===== src/rtl/oam_dma_engine_if.sv =====
// Byte-wide memory-style port shared between mmu_m and the OAM DMA engine.
// The master drives address/data/strobe; the slave returns read data.
interface mem_if;
  logic [15:0] addr_select;
  logic [7:0]  write_value;
  logic        write_enable;
  logic [7:0]  read_out;

  modport master (
    output addr_select,
    output write_value,
    output write_enable,
    input  read_out
  );

  modport slave (
    input  addr_select,
    input  write_value,
    input  write_enable,
    output read_out
  );
endinterface


===== src/rtl/oam_dma_engine.sv =====
// OAM DMA engine behind FF46: copies NUM_BYTES from {src,00} to FE00.
// Bus outputs are registered and computed from next-state values.
module oam_dma_engine #(
  parameter int CYCLES_PER_BYTE = 4,
  parameter int READ_LATENCY    = 1,
  parameter int START_DELAY     = 4,
  parameter int NUM_BYTES       = 160
) (
  input  logic  clk,
  input  logic  rst,
  mem_if.slave  mmio_dma_if,
  mem_if.master dma_req,
  output logic  active
);
  localparam int PW = (CYCLES_PER_BYTE > 1) ?
                      $clog2(CYCLES_PER_BYTE) : 1;
  localparam int DW = (START_DELAY > 1) ?
                      $clog2(START_DELAY) : 1;

  localparam logic [PW-1:0] PH_LAST  = PW'(CYCLES_PER_BYTE - 1);
  localparam logic [PW-1:0] PH_CAP   = PW'(READ_LATENCY);
  localparam logic [DW-1:0] DLY_LAST = DW'(START_DELAY - 1);
  localparam logic [7:0]    CNT_LAST = 8'(NUM_BYTES - 1);

  localparam logic [1:0] S_IDLE  = 2'd0;
  localparam logic [1:0] S_START = 2'd1;
  localparam logic [1:0] S_XFER  = 2'd2;

  logic [1:0]    state_q, state_d;
  logic [7:0]    src_q, src_d;
  logic [7:0]    cnt_q, cnt_d;
  logic [PW-1:0] phase_q, phase_d;
  logic [DW-1:0] dly_q, dly_d;
  logic [7:0]    data_q, data_d;
  logic          wen_prev_q;
  logic [15:0]   addr_q, addr_d;
  logic [7:0]    wv_q, wv_d;
  logic          we_q, we_d;
  logic          wr_hit;
  logic [7:0]    base_hi;

  assign wr_hit = (mmio_dma_if.addr_select == 16'hFF46) &&
                  mmio_dma_if.write_enable && !wen_prev_q;

  assign mmio_dma_if.read_out =
    (mmio_dma_if.addr_select == 16'hFF46) ? src_q : 8'hFF;

  // Echo RAM E000-FDFF mirrors C000-DDFF.
  assign base_hi = (src_d >= 8'hE0) ? src_d - 8'h20 : src_d;

  always_comb begin
    state_d = state_q;
    src_d   = src_q;
    cnt_d   = cnt_q;
    phase_d = phase_q;
    dly_d   = dly_q;
    data_d  = data_q;
    if (state_q == S_XFER && phase_q == PH_CAP)
      data_d = dma_req.read_out;
    if (wr_hit) begin
      src_d   = mmio_dma_if.write_value;
      cnt_d   = 8'd0;
      phase_d = '0;
      dly_d   = '0;
      state_d = S_START;
    end else begin
      unique case (1'b1)
        (state_q == S_START): begin
          if (dly_q == DLY_LAST) begin
            state_d = S_XFER;
            phase_d = '0;
          end else begin
            dly_d = dly_q + DW'(1);
          end
        end
        (state_q == S_XFER): begin
          if (phase_q == PH_LAST) begin
            phase_d = '0;
            if (cnt_q == CNT_LAST) begin
              state_d = S_IDLE;
              cnt_d   = 8'd0;
            end else begin
              cnt_d = cnt_q + 8'd1;
            end
          end else begin
            phase_d = phase_q + PW'(1);
          end
        end
        default: ;
      endcase
    end
  end

  always_comb begin
    addr_d = 16'hFFFF;
    we_d   = 1'b0;
    wv_d   = 8'h00;
    if (state_d == S_XFER) begin
      if (phase_d == PH_LAST) begin
        addr_d = 16'hFE00 + {8'h00, cnt_d};
        we_d   = 1'b1;
        wv_d   = data_d;
      end else begin
        addr_d = {base_hi, cnt_d};
      end
    end
  end

  always_ff @(posedge clk or negedge rst) begin
    if (!rst) begin
      state_q    <= S_IDLE;
      src_q      <= 8'hFF;
      cnt_q      <= 8'd0;
      phase_q    <= '0;
      dly_q      <= '0;
      data_q     <= 8'h00;
      wen_prev_q <= 1'b0;
      addr_q     <= 16'hFFFF;
      wv_q       <= 8'h00;
      we_q       <= 1'b0;
    end else begin
      state_q    <= state_d;
      src_q      <= src_d;
      cnt_q      <= cnt_d;
      phase_q    <= phase_d;
      dly_q      <= dly_d;
      data_q     <= data_d;
      wen_prev_q <= mmio_dma_if.write_enable;
      addr_q     <= addr_d;
      wv_q       <= wv_d;
      we_q       <= we_d;
    end
  end

  assign dma_req.addr_select  = addr_q;
  assign dma_req.write_value  = wv_q;
  assign dma_req.write_enable = we_q;
  assign active               = (state_q != S_IDLE);
endmodule

===== src/flat_wrapper.sv =====
// flat-port wrapper written by rule: the top's interface ports become plain ports
module oam_dma_engine_flat 
#(
  parameter int CYCLES_PER_BYTE = 4,
  parameter int READ_LATENCY    = 1,
  parameter int START_DELAY     = 4,
  parameter int NUM_BYTES       = 160
)
  (clk, rst, active, mmio_dma_if_addr_select, mmio_dma_if_write_value, mmio_dma_if_write_enable, mmio_dma_if_read_out, dma_req_addr_select, dma_req_write_value, dma_req_write_enable, dma_req_read_out);
  mem_if mmio_dma_if_i ();
  mem_if dma_req_i ();
  input  logic clk;
  input  logic rst;
  output logic active;
  input wire logic [$bits(mmio_dma_if_i.addr_select)-1:0] mmio_dma_if_addr_select;
  input wire logic [$bits(mmio_dma_if_i.write_value)-1:0] mmio_dma_if_write_value;
  input wire logic [$bits(mmio_dma_if_i.write_enable)-1:0] mmio_dma_if_write_enable;
  output wire logic [$bits(mmio_dma_if_i.read_out)-1:0] mmio_dma_if_read_out;
  output wire logic [$bits(dma_req_i.addr_select)-1:0] dma_req_addr_select;
  output wire logic [$bits(dma_req_i.write_value)-1:0] dma_req_write_value;
  output wire logic [$bits(dma_req_i.write_enable)-1:0] dma_req_write_enable;
  input wire logic [$bits(dma_req_i.read_out)-1:0] dma_req_read_out;
  assign mmio_dma_if_i.addr_select = mmio_dma_if_addr_select;
  assign mmio_dma_if_i.write_value = mmio_dma_if_write_value;
  assign mmio_dma_if_i.write_enable = mmio_dma_if_write_enable;
  assign mmio_dma_if_read_out = mmio_dma_if_i.read_out;
  assign dma_req_addr_select = dma_req_i.addr_select;
  assign dma_req_write_value = dma_req_i.write_value;
  assign dma_req_write_enable = dma_req_i.write_enable;
  assign dma_req_i.read_out = dma_req_read_out;
  oam_dma_engine #(.CYCLES_PER_BYTE(CYCLES_PER_BYTE), .READ_LATENCY(READ_LATENCY), .START_DELAY(START_DELAY), .NUM_BYTES(NUM_BYTES)) u_core (.clk(clk), .rst(rst), .mmio_dma_if(mmio_dma_if_i), .dma_req(dma_req_i), .active(active));
endmodule

===== config.mk =====
export PLATFORM = sky130hd
export DESIGN_NAME = oam_dma_engine_flat
export DESIGN_NICKNAME = d
export VERILOG_FILES = /design/src/rtl/oam_dma_engine_if.sv /design/src/rtl/oam_dma_engine.sv /design/src/flat_wrapper.sv
export SDC_FILE = /design/constraint.sdc
export NUM_CORES = 1
export LEC_CHECK = 0
export CAP_MARGIN = 20
export CORE_UTILIZATION = 40
export DETAILED_ROUTE_END_ITERATION = 8
export GPL_TIMING_DRIVEN = 0
export PLACE_DENSITY = 0.72
export SETUP_SLACK_MARGIN = 0.5
export SLEW_MARGIN = 20
export SYNTH_ARGS = -nofsm -noshare
export SYNTH_HDL_FRONTEND = slang
export SYNTH_SLANG_ARGS = --single-unit

===== constraint.sdc =====
create_clock -name clk -period 2.4 [get_ports clk]
set_clock_uncertainty 0.2 [all_clocks]
set_input_delay 0.48 -clock clk [delete_from_list [all_inputs] [get_ports clk]]
set_output_delay 0.48 -clock clk [all_outputs]
set_load 0.01 [all_outputs]

After elaboration in Yosys (flattened, before gate mapping)
Cells that the tools add are included.
- input port bits: 35
- bits in registers: 56
- logic and storage cells: 59
- latch bits: 0
- memory bits (writable): 0
- output and inout port bits: 34
- memories kept: 0
- bits in read-only memories: 0
- shift operators: 0
- $mul: 0
- magnitude comparators: 1
- reduce and logical (&&, ||, !) cells: 7
- add/subtract/negate cells: 5
- mux-type cells: 26
- bitwise operators: 0
- div/mod/pow operators: 0
- eq/ne operators: 10
- operators by type and width (kind ; number):
    $mux 8 ; 10
    $mux 16 ; 2
    $mux 2 ; 10
    $eq 16x16->1 const B ; 1
    $add 10x9->11 const A ; 1
    $eq 2x2->1 const B ; 5
    $add 8x1->8 const B ; 1
    $eq 8x8->1 const B ; 1
    $ge 8x8->1 const B ; 1
    $pmux 2 s2 ; 2
    $sub 8x6->8 const B ; 1
    $add 2x1->2 const B ; 2
    $eq 2x1->1 const B ; 2
    $reduce_bool 2->1 ; 2
    $logic_and 1x1->1 ; 3
    $mux 1 ; 2
    $ne 2x1->1 const B ; 1
    $reduce_and 2->1 ; 1
    $logic_not 1->1 ; 1

Depth between registers and ports, before layout
Gate-level depths: netlist (run 1).
- word-level depth: 8
- depth in mapped cells: 9
- depth with buffers taken out: 8

Worst setup path after synthesis (run 1)
Ideal clock, no wire load.
- path type: in2reg
- from: in mmio_dma_if_addr_select[5]
- to: reg u_core.addr_q[15] (netlist: u_core.dma_req.addr_select[15])
- required time: 2.116 ns
- slack: -0.407 ns
- stages: 8
- buffers on the path: 1
- library setup time: 0.084 ns
- arrival: 2.524 ns
- cell sequence: or4b_4 -> nor4_4 -> and2_1 -> buf_6 -> mux2i_2 -> ha_1 -> nand4_1 -> a311o_1
- word-level cells in the longest chain between the ends: 8
- elaborated cells on any way between the ends: 15
- those cells by class: add/sub: 2; order compare: 1; eq/ne: 3; mux: 7; reduce/logical: 2
- ends and longest elaborated chain (element ; line ; RTL):
    from (decl) ; flat_wrapper.sv:15 ; input wire logic [$bits(mmio_dma_if_i.addr_select)-1:0] mmio_dma_if_addr_select;
    $eq 16x16->1 * ; oam_dma_engine.sv:42 ; assign wr_hit = (mmio_dma_if.addr_select == 16'hFF46) &&
    $logic_and 1x1->1 * ; oam_dma_engine.sv:42 ;
    $logic_and 1x1->1 * ; oam_dma_engine.sv:43 ; mmio_dma_if.write_enable && !wen_prev_q;
    $mux 8 ; oam_dma_engine.sv:60 ; if (wr_hit) begin
    $sub 8x6->8 or $ge 8x8->1 (tied branches) ; oam_dma_engine.sv:49 ; assign base_hi = (src_d >= 8'hE0) ? src_d - 8'h20 : src_d;
    $mux 8 ; oam_dma_engine.sv:49 ;
    $mux 16 ; oam_dma_engine.sv:99 ; if (phase_d == PH_LAST) begin
    $mux 16 * ; oam_dma_engine.sv:98 ; if (state_d == S_XFER) begin
    via u_core.addr_d[15] ; oam_dma_engine.sv:36 ; logic [15:0] addr_q, addr_d;
    to (signal assigned) ; oam_dma_engine.sv:129 ; addr_q <= addr_d;
    to (decl) ; oam_dma_engine.sv:36 ;
The timed path passes the listed nets; every way through them passes the cells marked *.
A chain may end at the register's enable or synchronous reset.

Worst setup path in the final report (run 1)
- from: in mmio_dma_if_addr_select[7]
- to: out mmio_dma_if_read_out[5]
- word-level cells in the longest chain between the ends: 2
- ends and longest elaborated chain (element ; line ; RTL):
    $eq 16x16->1 ; oam_dma_engine.sv:46 ; (mmio_dma_if.addr_select == 16'hFF46) ? src_q : 8'hFF;
    $mux 8 ; oam_dma_engine.sv:46 ;
    to (decl) ; flat_wrapper.sv:18 ; output wire logic [$bits(mmio_dma_if_i.read_out)-1:0] mmio_dma_if_read_out;
No other way between the ends.

==> results of run 1 <==
[layout by cell type, fill, tap and decap left out, drive strengths merged, types with 2 or more instances in the layout]
cell type       n
nor2           14
o21ai          14
inv             9
nand3           6
clkdlybuf4s50  23
ha              8
clkbuf          8
mux2i           3
xnor2           2
nand4bb         2
and3            6
and2           11
xor2            2
buf            51
dlymetal6s2s    7
dfrtp          32
o211ai          2
nand4           5
a21oi           7
nor2b           4
dfstp          24
clkinv          2
dlygate4sd2    24
and3b           2
nand2          12
mux2           13
nand2b         14
[kinds of logic (layout without fill, tap and decap cells)]
kind of cell               count (synthesis)  after routing  share of synthesized area [%]
buffers and inverters                     15            125                           2.89
muxes                                     16             16                           7.31
and+or+nand+nor                           83             83                           19.5
adders and majority gates                  8              8                           3.98
xor gates and xnor gates                   4              4                           1.39
AOI/OAI and AO/OA                         32             32                           8.01
DFF                                       56             56                           56.9
[where the power goes]
group	total [mW]	switching (mW)	internal, mW	leakage (nW)
logic	1.94	0.928	1.01	1.16
registers	1.51	0.178	1.33	0.636
clock network	0.530	0.319	0.210	0.0485
[metal layers]
layer	up-vias	global-route usage, %
met2	73	36.6
li1	954	-
met5	-	0
met1	1042	24.9
met4	0	8.75
met3	15	3.71
[repair_timing]
action | 4_1_cts | 5_1_grt
pin swaps | 13 | 29
cloned | 3 | 0
resized for setup | 161 | 53
buffers inserted | 23 | 8
hold buffers | 0 | 0
endpoints found under the setup margin | 80 | 67
[per-stage QoR]
stage | power [mW] | instance area, um2 | instances
after floorplan | 2.21 | 2560 | 214
after global placement | 2.74 | 3340 | 357
after detailed placement | 2.79 | 3330 | 357
after CTS | 3.68 | 3910 | 391
after global routing | 4.21 | 4200 | 399
final | 3.98 | 4200 | 399
[worst register-to-register path: cells and delay by family (launching register included)]
kind / cells / cell delay, ns
AO/OA/AOI/OAI: 2 / 0.50
adder cells (fa/ha/maj): 1 / 0.15
buffers and inverters: 2 / 0.19
flip-flops: 1 / 0.39
AND/OR/NAND/NOR: 3 / 0.74
[cell type report]
class / count / area share, %
clock buffers: 5 / 1.64
flip-flops and latches: 56 / 34.1
plain buffers: 7 / 2.41
clock inverters: 3 / 0.536
multi-input cells: 143 / 34.2
well taps: 75 / 2.23
inverters: 8 / 0.715
repair buffers: 102 / 24.2
[how the worst min path moves through the flow]
| stage | startpoint | to | cells after the start |
|---|---|---|---|
| 2_1_floorplan | rst | u_core.cnt_q[0]$_DFF_PN0_ | 0 |
| 3_3_place_gp | u_core.data_q[3]$_DFF_PN0_ | u_core.data_q[3]$_DFF_PN0_ | 1 |
| 3_5_place_dp | u_core.data_q[0]$_DFF_PN0_ | u_core.data_q[0]$_DFF_PN0_ | 1 |
| 4_1_cts | rst | u_core.phase_q[1]$_DFF_PN0_ | 1 |
| 5_1_grt | rst | u_core.phase_q[1]$_DFF_PN0_ | 1 |
| 6_report | rst | u_core.cnt_q[3]$_DFF_PN0_ | 1 |
[sequential cells by signal, indices dropped and copies added (netlist names)]
name	flops
u_core.dma_req.write_value	8
u_core.dly_q	2
u_core.phase_q	2
u_core.dma_req.write_enable	1
u_core.data_q	8
u_core.cnt_q	8
u_core.wen_prev_q	1
u_core.state_q	2
u_core.dma_req.addr_select	16
u_core.src_q	8
==> results.cfg, run 1 <==
[cells_and_area]
layout-drive-gt1-share_pct = 50.9
syn2layout_area_growth_pct = 67.1
nets = 366
seqCellArea_um2 = 1430
post-route-util_pct = 70.1
antenna_cells = 0
multiInputGateArea_um2 = 1440
nFillCells = 402

[detailed_routing]
wl_per_cell_um = 17.3
firstDrtPassIters = 4
dr_total_vias = 2084
wirelength_mm = 6.90
wl_met2_mm = 3.74
met3WireLength_um = 303
dr.max_layer_used = met4
antenna_left = 0
drc_errors = 0
wl_met1_mm = 2.71
drtIter0Drc = 94
vias_per_cell = 5.22

[floorplanning]
num_rows = 28
die_area_um2 = 6610
pin_count = 69
core_um2 = 5990
die_x_um = 81.3
start_util_pct = 42.0
die_h_um = 81.3

[sta]
tns_ns = -0.718
setup_viol = 10
timing.hold.ws_ns = 0.0179
period_share_pct = 106
worstMarginPinSlew_ns = 0.701
slew_headroom_pct = 53.3
maxSlewViolCount = 0
clock.fmax_mhz = 394
timing.final.hold_violations = 0
rsz0062_at_grt = true
layout_min_cycle_time_ns = 2.54
worst_slack_ns = -0.136

[logic_synthesis]
synth_top_area_cell = dfrtp_1
yosys_most_used_dff = dfrtp_1
yosysMostFrequentCell = dfrtp_1
yosys-top-cells-area = dfrtp_1 (32%), dfstp_2 (25%), mux2_2 (5.4%)
synth_edf_count = 0
ys_seq_area_share_pct = 56.9
synth.top_cell.area_share_pct = 31.8
ys_warn_count = 0
synth_area_per_cell_um2 = 11.8
synthesis.nets = 257
ys_ff_latch = 56
syn_area_um2 = 2510
async_reset_ff_share_pct = 100
syn_inst = 214
synth_cell_type_count = 45
ys_top_cells_by_count = dfrtp_1 (32), dfstp_2 (24), nand2b_1 (14), nor2_1 (14), o21ai_0 (14)

[worst_setup_path]
worstReg2RegEnd = u_core.dma_req.write_value[1]$_DFF_PN0_
cp-endpoint = mmio_dma_if_read_out[5]
cpMostUsedCell = buf_6
worst_path_largest_cell_delay_ns = 0.53
end_kind = output port
crit_fanout = 3
path_delay_family = simple AND/OR/NAND/NOR gates
reg2regPathDepth = 8
crit_path_start_kind = primary input
path_cells = buf_6, or4b_4, nor4_4, clkbuf_8, or2b_1, buf_6
crit_cells = 6
crit-reg2reg-launch = u_core.state_q[1]$_DFF_PN0_
cp.buffers_inverters = 3
arrival_ns = 1.86
r2r_slack_ns = 0.17
crit_slowest_cell = or4b_4
cp.required_ns = 1.72
path_class = primary input to output port
cp-startpoint = mmio_dma_if_addr_select[7]

[global_routing]
first_global_vias = 2128
grt_max_degree = 57
antenna_found_initial = 0
grt_usage_pct = 20.9
gr-total-overflow = 0
grt_pass1_wl_mm = 10.3

[clocking]
clock_path_buffers = 2
clockRootBuffer = clkbuf_8
h-tree-depth = 2
clock_latency_ns = 0.31
cts_sinks = 56
path_clk_slew_ns = 0.10
cts_tree = yes
numCtsBuffers = 5

[power]
p_leak_nw = 1.84
ir_drop_uv = 513
power.density_nw_per_um2 = 947

[place]
place_hpwl_mm = 3.63
dp_worst_setup_slack_ns = -0.982
port_buffers = 68
place_congestion = 0.774

[outcome]
violations = setup timing
status = complete, but fails checks

[min_path]
hold_path_class = primary input to async pin

[run]
max_cap_viol_count = 0
(Power assumes the default switching activity.)
==> inputs of run 2 (changes only) <==
Settings changed: CTS_BUF_LIST set to sky130_fd_sc_hd__clkbuf_4 sky130_fd_sc_hd__clkbuf_8.
==> results of run 2 <==
No change in the layout: final DEF, timing and power equal those of run 1.
==> inputs of run 3 (changes only) <==
Settings changed: CORE_MARGIN set to 8.
==> run 3 against run 2 <==
  * The flow finishes with violations (hold timing, setup timing)
  * Register-to-register slack got worse by 0.06 ns
  * Sequential power hardly changed
  * Wire length up 3.2%
  * First-iteration DRC count decreased by 41%
  * Global-route usage fell by 5.2 points
  * Largest power group unchanged
  * Combinational power decreased by 2%
==> results.cfg, run 3 (same netlist as run 1, synthesis figures left out) <==
[outcome]
status = complete, but fails checks
violations = hold timing, setup timing

[cells_and_area]
design_area_um2 = 4200
nFillCells = 447
layout_commonest_cell = dfrtp_1
syn2layout_area_growth_pct = 67.0
final_cell_mix = dfrtp_1 (32), buf_6 (29), clkdlybuf4s50_1 (25), dlygate4sd2_1 (24), dfstp_2 (24)
layout-drive-gt1-share_pct = 51.4
multiInputGateArea_um2 = 1360
instances_no_fill = 408
largest_reg_flops = 16
antenna_cells = 0
nets = 373
seqCellArea_um2 = 1430

[floorplanning]
num_rows = 29
core_um2 = 6200
die_x_um = 95.3
die_h_um = 95.3
die_area_um2 = 9080
pin_count = 69
start_util_pct = 40.5

[clocking]
clock_latency_ns = 0.30
clock_path_buffers = 2
clockRootBuffer = clkbuf_8
h-tree-depth = 2
cts_sinks = 56
cts_tree = yes
path_clk_slew_ns = 0.09
numCtsBuffers = 5
cts_hold_buf = 0

[sta]
setup_viol = 38
slew_headroom_pct = 55.2
worstMarginPinSlew_ns = 0.672
layout_min_cycle_time_ns = 2.66
clock.fmax_mhz = 376
maxSlewViolCount = 0
timing.final.hold_violations = 5
worst_slack_ns = -0.261
rsz0062_at_grt = true
timing.hold.ws_ns = -0.00477
period_share_pct = 111

[detailed_routing]
wirelength_mm = 7.12
drtIter0Drc = 55
drc_errors = 0
vias_per_cell = 5.12
dr_total_vias = 2090
firstDrtPassIters = 6
wl_per_cell_um = 17.5
antenna_left = 0

[global_routing]
gr-total-overflow = 0
grt_pass1_wl_mm = 11.0
grt_usage_pct = 15.7
antenna_found_initial = 0
first_global_vias = 2295
grt_max_degree = 57

[worst_setup_path]
cpMostUsedCell = buf_6
crit_fanout = 4
cp.required_ns = 1.72
path_delay_family = simple AND/OR/NAND/NOR gates
path_cells = buf_6, or4b_4, nor4_4, clkbuf_8, buf_6, buf_6, nand2b_1, buf_2
arrival_ns = 1.98
crit_path_start_kind = primary input
path_class = primary input to output port
worst_path_largest_cell_delay_ns = 0.53
crit_slowest_cell = or4b_4
end_kind = output port
cp.buffers_inverters = 5

[power]
internal-power_mw = 2.55
combPwrFrac_pct = 48.9
clock_power_share_pct = 13.0
switching_share_pct = 34.3
switching_power_mw = 1.33
ir_drop_uv = 557
p_leak_nw = 1.87
pwr-share-seq_pct = 38.2
power.density_nw_per_um2 = 926

[place]
place_area_um2 = 3340
port_buffers = 68
placedCellCount = 359
place_congestion = 0.789
place_hpwl_mm = 4.02

[run]
max_cap_viol_count = 0

[min_path]
hold_path_class = primary input to async pin
==> run 3: power by group through the flow <==
stage / Sequential, mW / Combinational, mW / Clock, mW
6_report: 1.48 / 1.90 / 0.504
5_1_grt: 1.52 / 2.04 / 0.560
4_1_cts: 1.48 / 1.57 / 0.516
3_5_place_dp: 1.51 / 1.29 / 0
3_3_place_gp: 1.50 / 1.27 / 0
2_1_floorplan: 1.56 / 0.644 / 0
==> run 3: worst register-to-register path, stage by stage, from the launching register on <==
cell and delay (ns):
dfrtp_1 0.42, inv_1 0.09, ha_1 0.36, inv_1 0.09, o21ai_0 0.34, o32ai_2 0.20
and3_4 0.24, buf_6 0.13, and2_4 0.13
==> run 3: timing repair <==
item	CTS	global route
resized for setup	172	40
setup buffers	29	8
pin swaps	8	19
gates cloned	4	0
setup endpoints to repair	80	59
==> run 3: through the flow <==
stage / setup slack (ns) / setup TNS (ns) / hold WS [ns] / utilization (%) / total power [mW]
after floorplan: -0.163 / -0.307 / -0.0156 / - / 2.21
after global placement: -1.02 / -62.25 / 0.273 / 53.8 / 2.77
after detailed placement: -0.948 / -20.51 / 0.281 / 53.8 / 2.79
after CTS: -0.234 / -2.82 / 0.0363 / 63.9 / 3.57
after global routing: -0.320 / -6.38 / 0.0543 / 67.7 / 4.12
final: -0.261 / -4.31 / -0.00477 / 67.7 / 3.89
==> run 3: final timing paths <==
check | from | end | slack [ns] | depth (start not counted)
setup / recovery | mmio_dma_if_addr_select[5] | mmio_dma_if_read_out[7] | -0.26 | 8
hold / removal | rst | u_core.wen_prev_q$_DFF_PN0_ | -0.005 | 1
setup reg to reg | u_core.state_q[0]$_DFF_PN0_ | u_core.dma_req.write_value[4]$_DFF_PN0_ | 0.11 | 8
hold reg to reg | u_core.data_q[3]$_DFF_PN0_ | u_core.data_q[3]$_DFF_PN0_ | 0.30 | 1
max in group asynchronous | rst | u_core.phase_q[1]$_DFF_PN0_ | 1.55 | 1
min in group clk | u_core.data_q[3]$_DFF_PN0_ | u_core.data_q[3]$_DFF_PN0_ | 0.30 | 1
==> run 3: final cells by class <==
| class | instances | area share [%] |
|---|---|---|
| flip-flops and latches | 56 | 34.1 |
| multi-input cells | 143 | 32.3 |
| repair buffers | 109 | 26.2 |
| plain buffers | 7 | 2.29 |
| well taps | 77 | 2.29 |
| clock buffers | 6 | 1.82 |
| inverters | 8 | 0.715 |
| clock inverters | 2 | 0.268 |
==> run 3: routing by layer <==
metal  GRT usage, %  part of all wire [%]  vias to the layer above
met5              0                     0                        -
met4           7.28                   2.7                        0
met3           3.86                   5.4                       15
met2           28.3                    53                       66
met1           16.7                    38                     1036
li1               -                     -                      973
